===== config.mk =====
export PLATFORM = sky130hd
export DESIGN_NAME = mainfsm
export DESIGN_NICKNAME = d
export VERILOG_FILES = /design/src/rtl/mainfsm_pkg.sv /design/src/rtl/mainfsm_ctl.sv /design/src/rtl/mainfsm.sv
export SDC_FILE = /design/constraint.sdc
export NUM_CORES = 1
export LEC_CHECK = 0
export ABC_AREA = 1
export BUFFER_PORTS_ARGS = -buffer_cell sky130_fd_sc_hd__clkbuf_2
export CAP_MARGIN = 30
export CORE_MARGIN = 2
export CORE_UTILIZATION = 53
export CTS_BUF_LIST = sky130_fd_sc_hd__clkbuf_2
export DETAILED_ROUTE_END_ITERATION = 7
export PLACE_DENSITY_LB_ADDON = 0.2
export SETUP_SLACK_MARGIN = 0.2
export SLEW_MARGIN = 15
export SYNTH_ARGS = -nofsm -noshare
export SYNTH_HDL_FRONTEND = slang
export SYNTH_SLANG_ARGS = --single-unit

===== constraint.sdc =====
create_clock -name clk -period 2.3 [get_ports clk]
set_input_delay 0 -clock clk [delete_from_list [all_inputs] [get_ports clk]]
set_output_delay 0 -clock clk [all_outputs]
set_load 0.1 [all_outputs]

===== src/rtl/mainfsm_pkg.sv =====
// Shared definitions for the multicycle main controller and the ALU decoder:
// state codes, opcode constants, aluop codes and the packed control word.
package mainfsm_pkg;

  typedef enum logic [3:0] {
    S_FETCH   = 4'd0,
    S_DECODE  = 4'd1,
    S_MEMADR  = 4'd2,
    S_MEMRD   = 4'd3,
    S_MEMWB   = 4'd4,
    S_MEMWR   = 4'd5,
    S_RTYPEEX = 4'd6,
    S_RTYPEWB = 4'd7,
    S_BEQEX   = 4'd8,
    S_ADDIEX  = 4'd9,
    S_ADDIWB  = 4'd10,
    S_JEX     = 4'd11
  } state_t;

  localparam logic [5:0] OP_LW    = 6'b100011;
  localparam logic [5:0] OP_SW    = 6'b101011;
  localparam logic [5:0] OP_RTYPE = 6'b000000;
  localparam logic [5:0] OP_BEQ   = 6'b000100;
  localparam logic [5:0] OP_ADDI  = 6'b001000;
  localparam logic [5:0] OP_J     = 6'b000010;

  localparam logic [1:0] ALUOP_ADD   = 2'b00;
  localparam logic [1:0] ALUOP_SUB   = 2'b01;
  localparam logic [1:0] ALUOP_FUNCT = 2'b10;

  typedef struct packed {
    logic       memwrite;
    logic       iord;
    logic       irwrite;
    logic       regdst;
    logic       memtoreg;
    logic       regwrite;
    logic       alusrca;
    logic       branch;
    logic       pcwrite;
    logic [1:0] alusrcb;
    logic [1:0] pcsrc;
    logic [1:0] aluop;
  } ctl_t;

  function automatic logic op_legal(input logic [5:0] op);
    return (op == OP_LW) || (op == OP_SW) || (op == OP_RTYPE) ||
           (op == OP_BEQ) || (op == OP_ADDI) || (op == OP_J);
  endfunction

endpackage


===== src/rtl/mainfsm_ctl.sv =====
// Moore control-word decode for the main controller; only the memory-wait
// states look at mem_ready.
module mainfsm_ctl
  import mainfsm_pkg::*;
(
  input  state_t state,
  input  logic   mem_ready,
  output ctl_t   ctl
);

  always_comb begin
    ctl = '0;
    case (state)
      S_FETCH: begin
        ctl.alusrcb = 2'b01;
        ctl.irwrite = mem_ready;
        ctl.pcwrite = mem_ready;
      end
      S_DECODE: ctl.alusrcb = 2'b11;
      S_MEMADR: begin
        ctl.alusrca = 1'b1;
        ctl.alusrcb = 2'b10;
      end
      S_MEMRD: ctl.iord = 1'b1;
      S_MEMWB: begin
        ctl.memtoreg = 1'b1;
        ctl.regwrite = 1'b1;
      end
      // memwrite stays up for the whole stall so the memory sees a stable request
      S_MEMWR: begin
        ctl.iord     = 1'b1;
        ctl.memwrite = 1'b1;
      end
      S_RTYPEEX: begin
        ctl.alusrca = 1'b1;
        ctl.aluop   = ALUOP_FUNCT;
      end
      S_RTYPEWB: begin
        ctl.regdst   = 1'b1;
        ctl.regwrite = 1'b1;
      end
      S_BEQEX: begin
        ctl.alusrca = 1'b1;
        ctl.aluop   = ALUOP_SUB;
        ctl.pcsrc   = 2'b01;
        ctl.branch  = 1'b1;
      end
      S_ADDIEX: begin
        ctl.alusrca = 1'b1;
        ctl.alusrcb = 2'b10;
        ctl.aluop   = ALUOP_ADD;
      end
      S_ADDIWB: ctl.regwrite = 1'b1;
      S_JEX: begin
        ctl.pcsrc   = 2'b10;
        ctl.pcwrite = 1'b1;
      end
      default: ctl = '0;
    endcase
  end

endmodule


===== src/rtl/mainfsm.sv =====
// Multicycle MIPS-style main controller: state register, next-state logic
// and retired-instruction counter; control decode lives in mainfsm_ctl.
module mainfsm
  import mainfsm_pkg::*;
(
  input  logic        clk,
  input  logic        reset,
  input  logic [5:0]  op,
  input  logic        mem_ready,
  output logic        memwrite,
  output logic        iord,
  output logic        irwrite,
  output logic        regdst,
  output logic        memtoreg,
  output logic        regwrite,
  output logic        alusrca,
  output logic        branch,
  output logic        pcwrite,
  output logic        illegal,
  output logic [1:0]  alusrcb,
  output logic [1:0]  pcsrc,
  output logic [1:0]  aluop,
  output logic [3:0]  state,
  output logic [31:0] instret
);

  state_t      state_reg;
  state_t      state_next;
  logic        retire;
  logic [31:0] instret_reg;
  ctl_t        ctl;

  always_ff @(posedge clk or negedge reset) begin
    if (!reset) begin
      state_reg <= S_FETCH;
    end else begin
      state_reg <= state_next;
    end
  end

  // Only advances on clocks that retire, so the count holds otherwise.
  always_ff @(posedge clk or negedge reset) begin
    if (!reset) begin
      instret_reg <= '0;
    end else if (retire) begin
      instret_reg <= instret_reg + 32'd1;
    end
  end

  always_comb begin
    state_next = state_reg;
    retire     = 1'b0;
    case (state_reg)
      S_FETCH:  if (mem_ready) state_next = S_DECODE;
      S_DECODE: begin
        case (op)
          OP_LW, OP_SW: state_next = S_MEMADR;
          OP_RTYPE:     state_next = S_RTYPEEX;
          OP_BEQ:       state_next = S_BEQEX;
          OP_ADDI:      state_next = S_ADDIEX;
          OP_J:         state_next = S_JEX;
          default:      state_next = S_FETCH;
        endcase
      end
      S_MEMADR: begin
        if (op == OP_LW)      state_next = S_MEMRD;
        else if (op == OP_SW) state_next = S_MEMWR;
        else                  state_next = S_FETCH;
      end
      S_MEMRD:  if (mem_ready) state_next = S_MEMWB;
      S_MEMWB: begin
        state_next = S_FETCH;
        retire     = 1'b1;
      end
      S_MEMWR: begin
        if (mem_ready) begin
          state_next = S_FETCH;
          retire     = 1'b1;
        end
      end
      S_RTYPEEX: state_next = S_RTYPEWB;
      S_RTYPEWB: begin
        state_next = S_FETCH;
        retire     = 1'b1;
      end
      S_BEQEX: begin
        state_next = S_FETCH;
        retire     = 1'b1;
      end
      S_ADDIEX: state_next = S_ADDIWB;
      S_ADDIWB: begin
        state_next = S_FETCH;
        retire     = 1'b1;
      end
      S_JEX: begin
        state_next = S_FETCH;
        retire     = 1'b1;
      end
      default: state_next = S_FETCH;
    endcase
  end

  mainfsm_ctl u_ctl (
    .state     (state_reg),
    .mem_ready (mem_ready),
    .ctl       (ctl)
  );

  always_comb begin
    memwrite = ctl.memwrite;
    iord     = ctl.iord;
    irwrite  = ctl.irwrite;
    regdst   = ctl.regdst;
    memtoreg = ctl.memtoreg;
    regwrite = ctl.regwrite;
    alusrca  = ctl.alusrca;
    branch   = ctl.branch;
    pcwrite  = ctl.pcwrite;
    alusrcb  = ctl.alusrcb;
    pcsrc    = ctl.pcsrc;
    aluop    = ctl.aluop;
    illegal  = (state_reg == S_DECODE) && !op_legal(op);
    state    = state_reg;
    instret  = instret_reg;
  end

endmodule


==> run summary <==
status = finished clean
worst vdd ir = 0.000847 V
IO Pins = 61
# rows = 24
Area after DPL = 0.00291 mm²
total CTS buffers = 5
Die H = 72.6 µm
PwrDens = 755 mW/mm²
Buf/Inv on CP = 2
period utilisation layout = 0.870
CP Launch Type = flop
Die X = 72.6 µm
initial antenna violation count = 0
Yosys reg bits = 36
Final Setup Violations = 0
CTS H-tree depth = 2
Skew-Pair Late Insertion Delay = 410 ps
Net Sw Power = 1.30 mW
Synth cell types = 26
worst-path fanout max = 5
Gate Count Post-Synth = 398
Clock Sinks = 36
cell taking the most area after synthesis = dfrtp_1
worst endpoint required time = 2300 ps
largest net degree at the start of global routing = 37
Setup WS post-layout = 299 ps
Power Internal = 0.993 mW
max FFs per register = 32
first-pass GRT wire length = 10700 µm
Clk network pwr share = 0.131
TNS Setup = 0 ps
worst r2r src = state[3]$_DFFE_PN0P_
Port Buffers = 60
Die Area = 0.00527 mm²
HPWL Detailed = 4890 µm
drt wl/cell = 12.3 µm
YS warnings = 0
unrepaired setup endpoints after global routing = true
Syn Area/Cell = 6.26 µm²
DP Worst Slack = 571 ps
Final Instance Area = 0.00304 mm²
worst setup path start = state[0]$_DFFE_PN0P_
CP peak stage delay = 470 ps
Synth top area share = 0.361
part of the power in combinational logic = 0.542
sequential-to-total area share from yosys stat = 0.361
Root Driver = clkbuf_2
Post-Syn Nets = 408
CTS max path bufs = 2
critical path arrival = 2000 ps
Final GP Congestion = 0.934
synthesis-to-layout area growth = 22.1%
Max Clk Rate = 500 MHz
skew final = 15.2 ps
Tmin final = 2000 ps
ANT cells = 0
number of global-route vias before repair = 2376
GRT Util Overall = 0.260
Pre-antenna DRT Iters = 5
grt total ovfl = 0
Antenna Nets Post-Route = 0
delay-heaviest family, CP = buffers and inverters
actual slew at the worst max-slew pin = 569 ps
Hold Path Class = in -> async
DRC = 0
post-CTS setup buffers = 0
WS Path Type = reg -> out
CTS tree = built
Switching Share = 0.568
Slew HR = 0.622
max-cap violations = 0
mapped cell area = 0.00249 mm²
DRT iter0 DRCs = 158
total number of vias = 2653
critical path capture point type = primary output
Area contributors post-synth = dfrtp_1, nand2_1, nor2_1
Reg clk slew, reported paths = 190 ps
Initial Utilization = 0.561
Total Nets Final = 477
DRT Wirelength = 6420 µm
fraction of layout cells with a size suffix above 1 = 0.220
P_leak = 1.53 nW
vias per inst = 5.10
Placeable Area = 0.00444 mm²
CP max stage cell = dfrtp_4
crit-path cells = nand2_1 -> inv_1 -> nand3_1 -> nand2_8 -> clkbuf_2
Seq pwr share = 0.327
pins over their slew limit = 0
endpoints failing hold = 0
[cells in the mapped netlist]
cell	count
nand2_1	164
nor2_1	74
inv_1	46
dfrtp_1	36
nand3_1	22
xnor2_1	10
o21ai_0	8
nand4_1	5
xor2_1	5
nand2_2	4
buf_6	3
nor2_2	3
buf_2	2
inv_2	2
nor2_4	2
o22ai_1	2
a41oi_1	1
buf_4	1
ha_1	1
nand3_2	1
nand3b_1	1
nor3_1	1
nor4_1	1
o211ai_1	1
o21bai_2	1
or3_1	1
[worst paths after layout]
check / slack (ps) / depth (start not counted) / end
min: 40 / 2 / instret[5]$_DFFE_PN0P_
max reg2reg: 630 / 7 / instret[10]$_DFFE_PN0P_
max: 300 / 5 / iord
min in group clk: 120 / 6 / state[2]$_DFFE_PN0P_
max in group asynchronous: 1770 / 3 / instret[0]$_DFFE_PN0P_
min reg2reg: 530 / 1 / instret[0]$_DFFE_PN0P_
[power by group through the flow]
stage / Sequential, mW / Combinational [mW] / Clock, mW
global route: 0.761 / 1.30 / 0.323
detailed placement: 0.763 / 1.21 / 0
CTS: 0.751 / 1.22 / 0.302
global placement: 0.758 / 1.19 / 0
finish: 0.750 / 1.25 / 0.301
floorplan: 1.09 / 0.703 / 0
[kinds of logic after synthesis]
family,synth area share
AND/OR/NAND/NOR,0.456
adder cells (fa/ha/maj),0.00502
AO/OA/AOI/OAI,0.0321
buffers and inverters,0.0929
XOR/XNOR,0.0527
flip-flops,0.361
[layout make-up]
type / instances / area (µm²)
flip-flops and latches: 36 / 916
clock inverters: 1 / 3.75
multi-input cells: 308 / 1430
fillers: 412 / 1400
well taps: 52 / 65.1
repair buffers: 68 / 407
inverters: 48 / 183
clock buffers: 7 / 35.0
[cell usage in the layout (no fill, tap or decap), types with 2 or more instances in the layout]
cell,count
inv_2,3
dfrtp_4,3
nand3_1,22
o21ai_0,7
dlygate4sd3_1,5
xnor2_1,10
dfrtp_2,3
clkbuf_4,2
nor2_4,4
clkbuf_2,63
inv_1,44
dfrtp_1,30
xor2_1,5
nand2_2,4
nor2_1,67
nand2_1,163
nor2_2,8
nand4_1,5
buf_4,3
[through the flow]
stage                     instances  hold slack, ps   util  total power [mW]
final                           520            43.9  0.685              2.30
after global placement          506             156  0.655              1.95
after global routing            520            70.4  0.685              2.39
after floorplan                 398            -296      -              1.79
after detailed placement        506             173  0.655              1.97
after CTS                       519            84.9  0.677              2.28
[per-layer routing]
metal,GRT usage,share of wire,routed length (µm),vias up
met5,0,0,0,-
met4,0.0926,0.020,127,0
met3,0.0414,0.063,405,14
met2,0.394,0.45,2890,99
met1,0.377,0.47,3000,1193
li1,-,-,-,1347
[repair_timing]
item | CTS | global route
hold buffers | 5 | 0
gates resized for setup | 3 | 6
endpoints found under the hold margin | 40 | 0
endpoints found under the setup margin | 3 | 4
No activity file was read; power rests on OpenSTA's default activity.
